--- config.mk ---
export PLATFORM = sky130hd
export DESIGN_NAME = box_overlay_renderer_flat
export DESIGN_NICKNAME = d
export VERILOG_FILES = /design/src/rtl/tracker_pkg.sv /design/src/rtl/box_overlay_renderer_if.sv /design/src/rtl/box_border_detect.sv /design/src/rtl/box_overlay_renderer.sv /design/src/flat_wrapper.sv
export SDC_FILE = /design/constraint.sdc
export NUM_CORES = 1
export LEC_CHECK = 0
export CORE_UTILIZATION = 50
export DETAILED_ROUTE_END_ITERATION = 7
export PLACE_DENSITY_LB_ADDON = 0.12
export SETUP_SLACK_MARGIN = 0.1
export SLEW_MARGIN = 20
export SYNTH_ARGS = -nofsm -noshare
export SYNTH_HDL_FRONTEND = slang
export SYNTH_SLANG_ARGS = --single-unit
--- constraint.sdc ---
create_clock -name CLK -period 2.9 [get_ports CLK]
set_clock_uncertainty 0.1 [all_clocks]
set_input_delay 0.435 -clock CLK [delete_from_list [all_inputs] [get_ports CLK]]
set_output_delay 0.435 -clock CLK [all_outputs]
set_load 0.05 [all_outputs]
--- src/rtl/tracker_pkg.sv ---
// Shared types and constants for the ball-tracker overlay path.
// Latency: n/a (types, constants and pure functions only).
// Backpressure: n/a; no ports, imported by the renderer, its border detector and the interface.
package tracker_pkg;

  // Visible raster and the one-per-frame commit coordinate (first blanked line).
  localparam logic [9:0] H_ACTIVE = 10'd640;
  localparam logic [9:0] V_ACTIVE = 10'd480;
  localparam logic [9:0] COMMIT_Y = 10'd480;
  localparam logic [9:0] H_LAST   = 10'd639;
  localparam logic [9:0] V_LAST   = 10'd479;

  // Search window limits, kept a few pixels inside the frame.
  localparam logic signed [11:0] WIN_X_MIN = 12'sd5;
  localparam logic signed [11:0] WIN_X_MAX = 12'sd634;
  localparam logic signed [11:0] WIN_Y_MIN = 12'sd5;
  localparam logic signed [11:0] WIN_Y_MAX = 12'sd474;

  localparam logic [9:0] C_ZERO = 10'd0;
  localparam logic [9:0] C_FULL = 10'd1023;

  typedef enum logic [1:0] {
    SEARCH = 2'd0,
    TRACK  = 2'd1,
    COAST  = 2'd2
  } trk_state_t;

  typedef struct packed {
    logic [9:0] tlx;
    logic [9:0] tly;
    logic [9:0] brx;
    logic [9:0] bry;
  } box_t;

  // Field order is tlx, tly, brx, bry (MSB first).
  localparam box_t WIN_FULL = {10'd5, 10'd5, 10'd634, 10'd474};

  // A box is usable only if it is non-degenerate and fully on screen.
  // tlx > brx is how a tracker underflow shows up, so it must be rejected.
  function automatic logic box_ok(input box_t b);
    return (b.tlx < b.brx) && (b.tly < b.bry) && (b.brx <= H_LAST) && (b.bry <= V_LAST);
  endfunction

  function automatic logic [9:0] clamp(input logic signed [11:0] v,
                                       input logic signed [11:0] lo,
                                       input logic signed [11:0] hi);
    logic signed [11:0] r;
    r = v;
    if (v < lo) r = lo;
    if (v > hi) r = hi;
    return r[9:0];
  endfunction

  // Expand a box by m on every side; arithmetic is signed so that a box
  // touching the frame edge clamps instead of wrapping.
  function automatic box_t win_of(input box_t b, input logic signed [11:0] m);
    box_t w;
    w.tlx = clamp($signed({2'b00, b.tlx}) - m, WIN_X_MIN, WIN_X_MAX);
    w.tly = clamp($signed({2'b00, b.tly}) - m, WIN_Y_MIN, WIN_Y_MAX);
    w.brx = clamp($signed({2'b00, b.brx}) + m, WIN_X_MIN, WIN_X_MAX);
    w.bry = clamp($signed({2'b00, b.bry}) + m, WIN_Y_MIN, WIN_Y_MAX);
    return w;
  endfunction

endpackage

--- src/rtl/box_overlay_renderer_if.sv ---
// Pixel/box/overlay bundle between the tracker-side producer and the overlay renderer.
// Latency: n/a (wires only).
// Backpressure: none; pixel stream and box strobe are free-running, one beat per CLK.
// Ports (slave view): DrawX/DrawY/VGA_R/G/B/detect pixel in, box_we + box_* box in,
//   Red/Green/Blue overlay out, Tlx/Tly/Brx/Bry search window out, tracking status out.
interface box_overlay_renderer_if;

  logic [9:0] DrawX;
  logic [9:0] DrawY;
  logic [9:0] VGA_R;
  logic [9:0] VGA_G;
  logic [9:0] VGA_B;
  logic       detect;
  logic       box_we;
  logic [9:0] box_tlx;
  logic [9:0] box_tly;
  logic [9:0] box_brx;
  logic [9:0] box_bry;
  logic [9:0] Red;
  logic [9:0] Green;
  logic [9:0] Blue;
  logic [9:0] Tlx;
  logic [9:0] Tly;
  logic [9:0] Brx;
  logic [9:0] Bry;
  logic       tracking;

  modport master (
    output DrawX, DrawY, VGA_R, VGA_G, VGA_B, detect,
    output box_we, box_tlx, box_tly, box_brx, box_bry,
    input  Red, Green, Blue, Tlx, Tly, Brx, Bry, tracking
  );

  modport slave (
    input  DrawX, DrawY, VGA_R, VGA_G, VGA_B, detect,
    input  box_we, box_tlx, box_tly, box_brx, box_bry,
    output Red, Green, Blue, Tlx, Tly, Brx, Bry, tracking
  );

endinterface

--- src/rtl/box_border_detect.sv ---
// Flags pixels lying on the THICK-pixel outline drawn just inside a box.
// Latency: combinational.
// Backpressure: none.
// Ports: box (active box), x/y (current pixel) -> hit.
module box_border_detect
  import tracker_pkg::*;
#(
  parameter int THICK = 2
) (
  input  box_t       box,
  input  logic [9:0] x,
  input  logic [9:0] y,
  output logic       hit
);

  localparam logic [10:0] T = 11'(THICK);

  logic [10:0] xe;
  logic [10:0] ye;
  logic        in_box;
  logic        on_edge;

  assign xe = {1'b0, x};
  assign ye = {1'b0, y};

  assign in_box = (x >= box.tlx) && (x <= box.brx) && (y >= box.tly) && (y <= box.bry);

  // "x > brx-THICK" is written as "x+THICK > brx" so small boxes cannot underflow.
  // A box narrower than 2*THICK satisfies one of the terms everywhere -> solid.
  assign on_edge = (xe < ({1'b0, box.tlx} + T)) || ((xe + T) > {1'b0, box.brx}) ||
                   (ye < ({1'b0, box.tly} + T)) || ((ye + T) > {1'b0, box.bry});

  assign hit = in_box && on_edge;

endmodule

--- src/rtl/box_overlay_renderer.sv ---
// Validates/debounces the per-frame tracker box, outlines it over the camera stream, and feeds back a search window.
// Latency: pixel colour 1 CLK; box/state/window change once per frame at the commit pixel (0,480).
// Backpressure: none; every pixel is accepted, a box strobe simply overwrites the shadow box.
// Ports: CLK, RESET (sync, active-high), bus (slave modport of box_overlay_renderer_if).
module box_overlay_renderer
  import tracker_pkg::*;
#(
  parameter int THICK       = 2,
  parameter int MARGIN      = 16,
  parameter int ACQ_FRAMES  = 3,
  parameter int LOST_FRAMES = 8,
  parameter int DEBUG_EN    = 1
) (
  input  logic                   CLK,
  input  logic                   RESET,
  box_overlay_renderer_if.slave  bus
);

  localparam logic signed [11:0] MARGIN_S  = 12'(MARGIN);
  localparam logic [7:0]         ACQ_LAST  = 8'(ACQ_FRAMES - 1);
  localparam logic [7:0]         MISS_LAST = 8'(LOST_FRAMES - 1);

  trk_state_t state;
  logic [7:0] acq_cnt;
  logic [7:0] miss_cnt;
  box_t       shadow;
  logic       shadow_vld;
  box_t       active;
  box_t       win;
  logic       tracking_q;
  logic [9:0] red_q;
  logic [9:0] green_q;
  logic [9:0] blue_q;

  box_t       box_in;
  box_t       win_shadow;
  logic       commit;
  logic       frame_valid;
  logic       border_hit;
  logic       outside;
  logic [9:0] pix_r;
  logic [9:0] pix_g;
  logic [9:0] pix_b;

  assign box_in      = {bus.box_tlx, bus.box_tly, bus.box_brx, bus.box_bry};
  assign commit      = (bus.DrawX == 10'd0) && (bus.DrawY == COMMIT_Y);
  // Judged on the shadow as it stood before this cycle; a coincident strobe
  // lands in the shadow and is judged at the next commit.
  assign frame_valid = shadow_vld && box_ok(shadow);
  assign win_shadow  = win_of(shadow, MARGIN_S);
  assign outside     = (bus.DrawX >= H_ACTIVE) || (bus.DrawY >= V_ACTIVE);

  box_border_detect #(.THICK(THICK)) u_border (
    .box (active),
    .x   (bus.DrawX),
    .y   (bus.DrawY),
    .hit (border_hit)
  );

  // Colour select, lowest priority first so later assignments win.
  always_comb begin
    pix_r = bus.VGA_R;
    pix_g = bus.VGA_G;
    pix_b = bus.VGA_B;
    if ((DEBUG_EN != 0) && bus.detect) begin
      pix_r = C_ZERO;
      pix_g = C_ZERO;
      pix_b = C_FULL;
    end
    if ((state != SEARCH) && border_hit) begin
      pix_r = (state == COAST) ? C_FULL : C_ZERO;
      pix_g = C_FULL;
      pix_b = C_ZERO;
    end
    if (outside) begin
      pix_r = C_ZERO;
      pix_g = C_ZERO;
      pix_b = C_ZERO;
    end
  end

  always_ff @(posedge CLK) begin
    if (RESET) begin
      state      <= SEARCH;
      acq_cnt    <= '0;
      miss_cnt   <= '0;
      shadow     <= '0;
      shadow_vld <= 1'b0;
      active     <= '0;
      win        <= WIN_FULL;
      tracking_q <= 1'b0;
      red_q      <= '0;
      green_q    <= '0;
      blue_q     <= '0;
    end else begin
      red_q   <= pix_r;
      green_q <= pix_g;
      blue_q  <= pix_b;

      if (bus.box_we) begin
        shadow     <= box_in;
        shadow_vld <= 1'b1;
      end else if (commit) begin
        shadow_vld <= 1'b0;
      end

      if (commit) begin
        case (state)
          SEARCH: begin
            if (frame_valid) begin
              if (acq_cnt == ACQ_LAST) begin
                state      <= TRACK;
                acq_cnt    <= '0;
                active     <= shadow;
                win        <= win_shadow;
                tracking_q <= 1'b1;
              end else begin
                acq_cnt <= acq_cnt + 8'd1;
              end
            end else begin
              acq_cnt <= '0;
            end
          end
          TRACK: begin
            if (frame_valid) begin
              active <= shadow;
              win    <= win_shadow;
            end else begin
              state    <= COAST;
              miss_cnt <= 8'd1;
            end
          end
          COAST: begin
            if (frame_valid) begin
              state    <= TRACK;
              miss_cnt <= '0;
              active   <= shadow;
              win      <= win_shadow;
            end else if (miss_cnt == MISS_LAST) begin
              // This miss is number LOST_FRAMES: give up and search the full frame.
              state      <= SEARCH;
              miss_cnt   <= '0;
              acq_cnt    <= '0;
              win        <= WIN_FULL;
              tracking_q <= 1'b0;
            end else begin
              miss_cnt <= miss_cnt + 8'd1;
            end
          end
          default: begin
            state      <= SEARCH;
            acq_cnt    <= '0;
            miss_cnt   <= '0;
            win        <= WIN_FULL;
            tracking_q <= 1'b0;
          end
        endcase
      end
    end
  end

  assign bus.Red      = red_q;
  assign bus.Green    = green_q;
  assign bus.Blue     = blue_q;
  assign bus.Tlx      = win.tlx;
  assign bus.Tly      = win.tly;
  assign bus.Brx      = win.brx;
  assign bus.Bry      = win.bry;
  assign bus.tracking = tracking_q;

endmodule

--- src/flat_wrapper.sv ---
// flat-port wrapper written by rule: the top's interface ports become plain ports
module box_overlay_renderer_flat import tracker_pkg::*;
#(
  parameter int THICK       = 2,
  parameter int MARGIN      = 16,
  parameter int ACQ_FRAMES  = 3,
  parameter int LOST_FRAMES = 8,
  parameter int DEBUG_EN    = 1
)
  (CLK, RESET, bus_DrawX, bus_DrawY, bus_VGA_R, bus_VGA_G, bus_VGA_B, bus_detect, bus_box_we, bus_box_tlx, bus_box_tly, bus_box_brx, bus_box_bry, bus_Red, bus_Green, bus_Blue, bus_Tlx, bus_Tly, bus_Brx, bus_Bry, bus_tracking);
  box_overlay_renderer_if bus_i ();
  input  logic CLK;
  input  logic RESET;
  input wire logic [$bits(bus_i.DrawX)-1:0] bus_DrawX;
  input wire logic [$bits(bus_i.DrawY)-1:0] bus_DrawY;
  input wire logic [$bits(bus_i.VGA_R)-1:0] bus_VGA_R;
  input wire logic [$bits(bus_i.VGA_G)-1:0] bus_VGA_G;
  input wire logic [$bits(bus_i.VGA_B)-1:0] bus_VGA_B;
  input wire logic [$bits(bus_i.detect)-1:0] bus_detect;
  input wire logic [$bits(bus_i.box_we)-1:0] bus_box_we;
  input wire logic [$bits(bus_i.box_tlx)-1:0] bus_box_tlx;
  input wire logic [$bits(bus_i.box_tly)-1:0] bus_box_tly;
  input wire logic [$bits(bus_i.box_brx)-1:0] bus_box_brx;
  input wire logic [$bits(bus_i.box_bry)-1:0] bus_box_bry;
  output wire logic [$bits(bus_i.Red)-1:0] bus_Red;
  output wire logic [$bits(bus_i.Green)-1:0] bus_Green;
  output wire logic [$bits(bus_i.Blue)-1:0] bus_Blue;
  output wire logic [$bits(bus_i.Tlx)-1:0] bus_Tlx;
  output wire logic [$bits(bus_i.Tly)-1:0] bus_Tly;
  output wire logic [$bits(bus_i.Brx)-1:0] bus_Brx;
  output wire logic [$bits(bus_i.Bry)-1:0] bus_Bry;
  output wire logic [$bits(bus_i.tracking)-1:0] bus_tracking;
  assign bus_i.DrawX = bus_DrawX;
  assign bus_i.DrawY = bus_DrawY;
  assign bus_i.VGA_R = bus_VGA_R;
  assign bus_i.VGA_G = bus_VGA_G;
  assign bus_i.VGA_B = bus_VGA_B;
  assign bus_i.detect = bus_detect;
  assign bus_i.box_we = bus_box_we;
  assign bus_i.box_tlx = bus_box_tlx;
  assign bus_i.box_tly = bus_box_tly;
  assign bus_i.box_brx = bus_box_brx;
  assign bus_i.box_bry = bus_box_bry;
  assign bus_Red = bus_i.Red;
  assign bus_Green = bus_i.Green;
  assign bus_Blue = bus_i.Blue;
  assign bus_Tlx = bus_i.Tlx;
  assign bus_Tly = bus_i.Tly;
  assign bus_Brx = bus_i.Brx;
  assign bus_Bry = bus_i.Bry;
  assign bus_tracking = bus_i.tracking;
  box_overlay_renderer #(.THICK(THICK), .MARGIN(MARGIN), .ACQ_FRAMES(ACQ_FRAMES), .LOST_FRAMES(LOST_FRAMES), .DEBUG_EN(DEBUG_EN)) u_core (.CLK(CLK), .RESET(RESET), .bus(bus_i));
endmodule
==> impl_metrics.tcl <==
set metrics [dict create \
    gp_congestion 0.9053 \
    cts_tree "done" \
    crit_slowest_cell "a221oi_4" \
    cts_sinks 170 \
    synth-edff-count 0 \
    yosys.cell_types.count 76 \
    drive_above_1_share_pct 18.18 \
    drt-pass1-iter-count 5 \
    insertedDiodeCount 0 \
    slew_viol_final 0 \
    cp-start-kind "flop" \
    clock_power_share_pct 38.9 \
    swShare_pct 29.81 \
    hp-class "input port to flop" \
    synthToLayoutAreaGrowth_pct 36.91 \
    antenna_found_initial 0 \
    setup_viol 0 \
    cts-buffers-inserted 17 \
    rows 52 \
    nFillCells 1661 \
    track_usage_pct 28.36 \
    end_kind "flop" \
    maxSlewHeadroom_pct 47.22 \
    reg2reg_from "u_core.active[24]" \
    holdWs_ns 0.1572 \
    postCtsHoldBufs 0 \
    dpl.hpwl_mm 23.16 \
    path_cells "buf_4 -> and4_4 -> nand4_1 -> xnor2_1 -> ha_1 -> a21o_1 -> a221oi_4 -> nor4_4 -> nor4_4 -> bufbuf_16 -> mux2i_1" \
    cts_max_path_buffers 2 \
    critical_path_class "flop to flop" \
    synth_area_um2 10490 \
    ys_warn_count 0 \
    vias 10100 \
    ys_seq_area_share_pct 32.45 \
    startpoint "u_core.active[24]" \
    synth_seq_cells 170 \
    postRouteWirelength_mm 31.48 \
    drv_cap 0 \
    htree_num_levels 4 \
    route.detailed.drc 0 \
    rr_worst_depth 11 \
    crit_top_cell "nor4_4" \
    hold_viol 0 \
    hold_depth 2 \
    grt_pass1_vias 9521 \
    die_h_um 146.8 \
    p_int_uw 4016 \
    path_delay_family "simple AND/OR/NAND/NOR gates" \
    grt_pass1_wl_mm 48.93 \
    path_clk_slew_ns 0.08 \
    die_w_um 146.8 \
    finalPower_uw 5722 \
    netSwitchingPower_uw 1706 \
    port-buffer-count 164 \
    grt_max_degree 73 \
    tightestPinTransition_ns 0.7894 \
    wl_per_cell_um 17.77 \
    clk_latency_ns 0.43 \
    critPathArrivalTime_ns 3.15 \
    cts_root_buf "clkbuf_16" \
    post-route-period-util_pct 99.40 \
    min_from "RESET" \
    synthCells 1213 \
    leakage_uw 0.005980 \
    synthesis.nets 1422 \
    yosys_most_used_dff "dfxtp_1" \
    post-route-min-period_ns 2.883 \
    cp.depth 11 \
    outcome "completed" \
    vdd_drop_max_v 0.0004530 \
    initial_core_util_pct 51.33 \
    nNetsFinal 1698 \
    die_area_um2 21560 \
    rsz0062_at_grt "yes" \
    overflow 0 \
    critPathMaxFanout 8 \
    coreArea_um2 20430 \
    seq_power_share_pct 42.1 \
    powerDensity_nw_per_um2 398.5 \
    critPathRequiredTime_ns 3.16 \
    clock.fmax_ghz 0.3469 \
    cp_slowest_stage_delay_ns 0.36 \
    post_synth.cell_area_avg_um2 8.645 \
    synthArstFlopShare_pct 0 \
    ant_nets 0 \
    io-pin-count 165 \
    path_buf_inv 2 \
    drt-initial-drc-count 727 \
    vias_per_cell 5.699 \
    combPwrFrac_pct 18.9 \
]
-- sequential cells by signal (all words and copies together), names as in the netlist --
name	count
u_core.bus.Red	10
u_core.bus.Bry	10
u_core.acq_cnt	8
u_core.bus.tracking	1
u_core.shadow	40
u_core.bus.Green	10
u_core.active	40
u_core.miss_cnt	8
u_core.state	2
u_core.bus.Tly	10
u_core.bus.Brx	10
u_core.bus.Blue	10
u_core.bus.Tlx	10
u_core.shadow_vld	1
-- worst paths after layout --
kind                        to  slack [ns]
max reg2reg  u_core.bus.Red[4]        0.02
max          u_core.bus.Red[4]        0.02
min          u_core.shadow[25]        0.16
min reg2reg  u_core.bus.Tly[1]        0.36
-- power by group through the flow --
stage	registers [µW]	clock network, µW	logic, µW
floorplan	2510	0	505
global placement	2460	0	992
detailed placement	2470	0	1000
CTS	2410	2250	1030
global route	2410	2360	1180
finish	2410	2230	1080
-- logic make-up (layout without fill, tap and decap cells) --
| kind of cell | count (synthesis) | after routing | synth area share (%) |
|---|---|---|---|
| compound gates | 249 | 249 | 16.35 |
| simple gates | 406 | 406 | 19.74 |
| buf+inv | 140 | 429 | 5.536 |
| xor+xnor | 42 | 42 | 3.508 |
| flops | 170 | 170 | 32.45 |
| mux | 91 | 91 | 8.698 |
| fa+ha+maj | 115 | 115 | 13.72 |
-- placed cells by master (no fill, tap or decap), drive strengths merged, types with 12 or more instances in the layout --
cell type	n
nand4	22
a211oi	12
and3	17
a21oi	72
clkdlybuf4s50	147
ha	115
nor4	13
o21ai	43
o22a	12
nand3b	13
nand2b	18
dfxtp	170
buf	146
nor3	27
nand2	56
nor2b	14
clkbuf	22
inv	94
xnor2	30
nor2	137
xor2	12
nand3	47
mux2i	90
o21a	14
-- stage by stage --
step	area (µm²)	utilization [%]	setup WS (ns)	setup TNS, ns	std cells
floorplan	10490	-	0.1049	0	1213
global placement	13200	64.60	-0.5956	-40.10	1720
detailed placement	13200	64.60	-0.6847	-43.99	1720
CTS	14040	68.71	-0.05884	-0.3717	1762
global route	14360	70.27	-0.09841	-0.9902	1772
finish	14360	70.27	0.01744	0	1772
-- area by class of cell --
cell class	count	area [µm²]	area share, %
flip-flops and latches	170	3422	23.84
inverters	86	322.8	2.249
clock inverters	15	150.1	1.046
well taps	270	337.8	2.353
multi-input cells	903	6852	47.73
repair buffers	311	2846	19.83
clock buffers	17	425.4	2.963
-- metal layers --
metal | GRT usage, % | up-vias | wire length [µm]
met1 | 38.99 | 4770 | 14450
li1 | - | 4924 | -
met2 | 46.18 | 337 | 14560
met4 | 8.281 | 0 | 793
met3 | 3.882 | 68 | 1685
met5 | 0 | - | 0
-- Yosys cell counts (4+ instances only) --
cell type  instances  area share, %
nor4_1            13           0.78
a2bb2oi_1          5           0.42
and3_1            17            1.0
ha_1             115             14
a31oi_1            7           0.42
o21ai_1            8           0.38
inv_1             86            3.1
mux2i_1           90            8.6
o22a_1            12            1.0
nor2_1           137            4.9
or4_1              5           0.36
dfxtp_1          170             32
or3_1              7           0.42
nand2_1           55            2.0
and2_1             6           0.36
o21a_1            14            1.0
nand3_1           46            2.2
a211oi_1          12           0.86
clkbuf_1          39            1.4
o31ai_1            5           0.36
and4_1             6           0.50
o2111ai_1          4           0.33
xor2_1            12            1.0
nand4_1           22            1.3
xnor2_1           30            2.5
nor4b_1            6           0.50
buf_6              5           0.54
nand2b_1          18            1.1
a21oi_1           72            3.4
a21o_1            11           0.79
nor2b_1           14           0.84
nor3_1            26            1.2
o211ai_1           7           0.50
nand3b_1          13           0.93
o2bb2ai_1          9           0.75
a2111oi_0          4           0.33
o21bai_1           6           0.43
o21ai_0           35            1.7
buf_2              8           0.38
-- what timing repair did --
action / CTS / global route
pin swaps: 31 / 36
cloned: 2 / 2
buffers inserted: 8 / 8
endpoints found under the setup margin: 72 / 113
resized for setup: 65 / 52
Power figures use the tool's default switching activity.
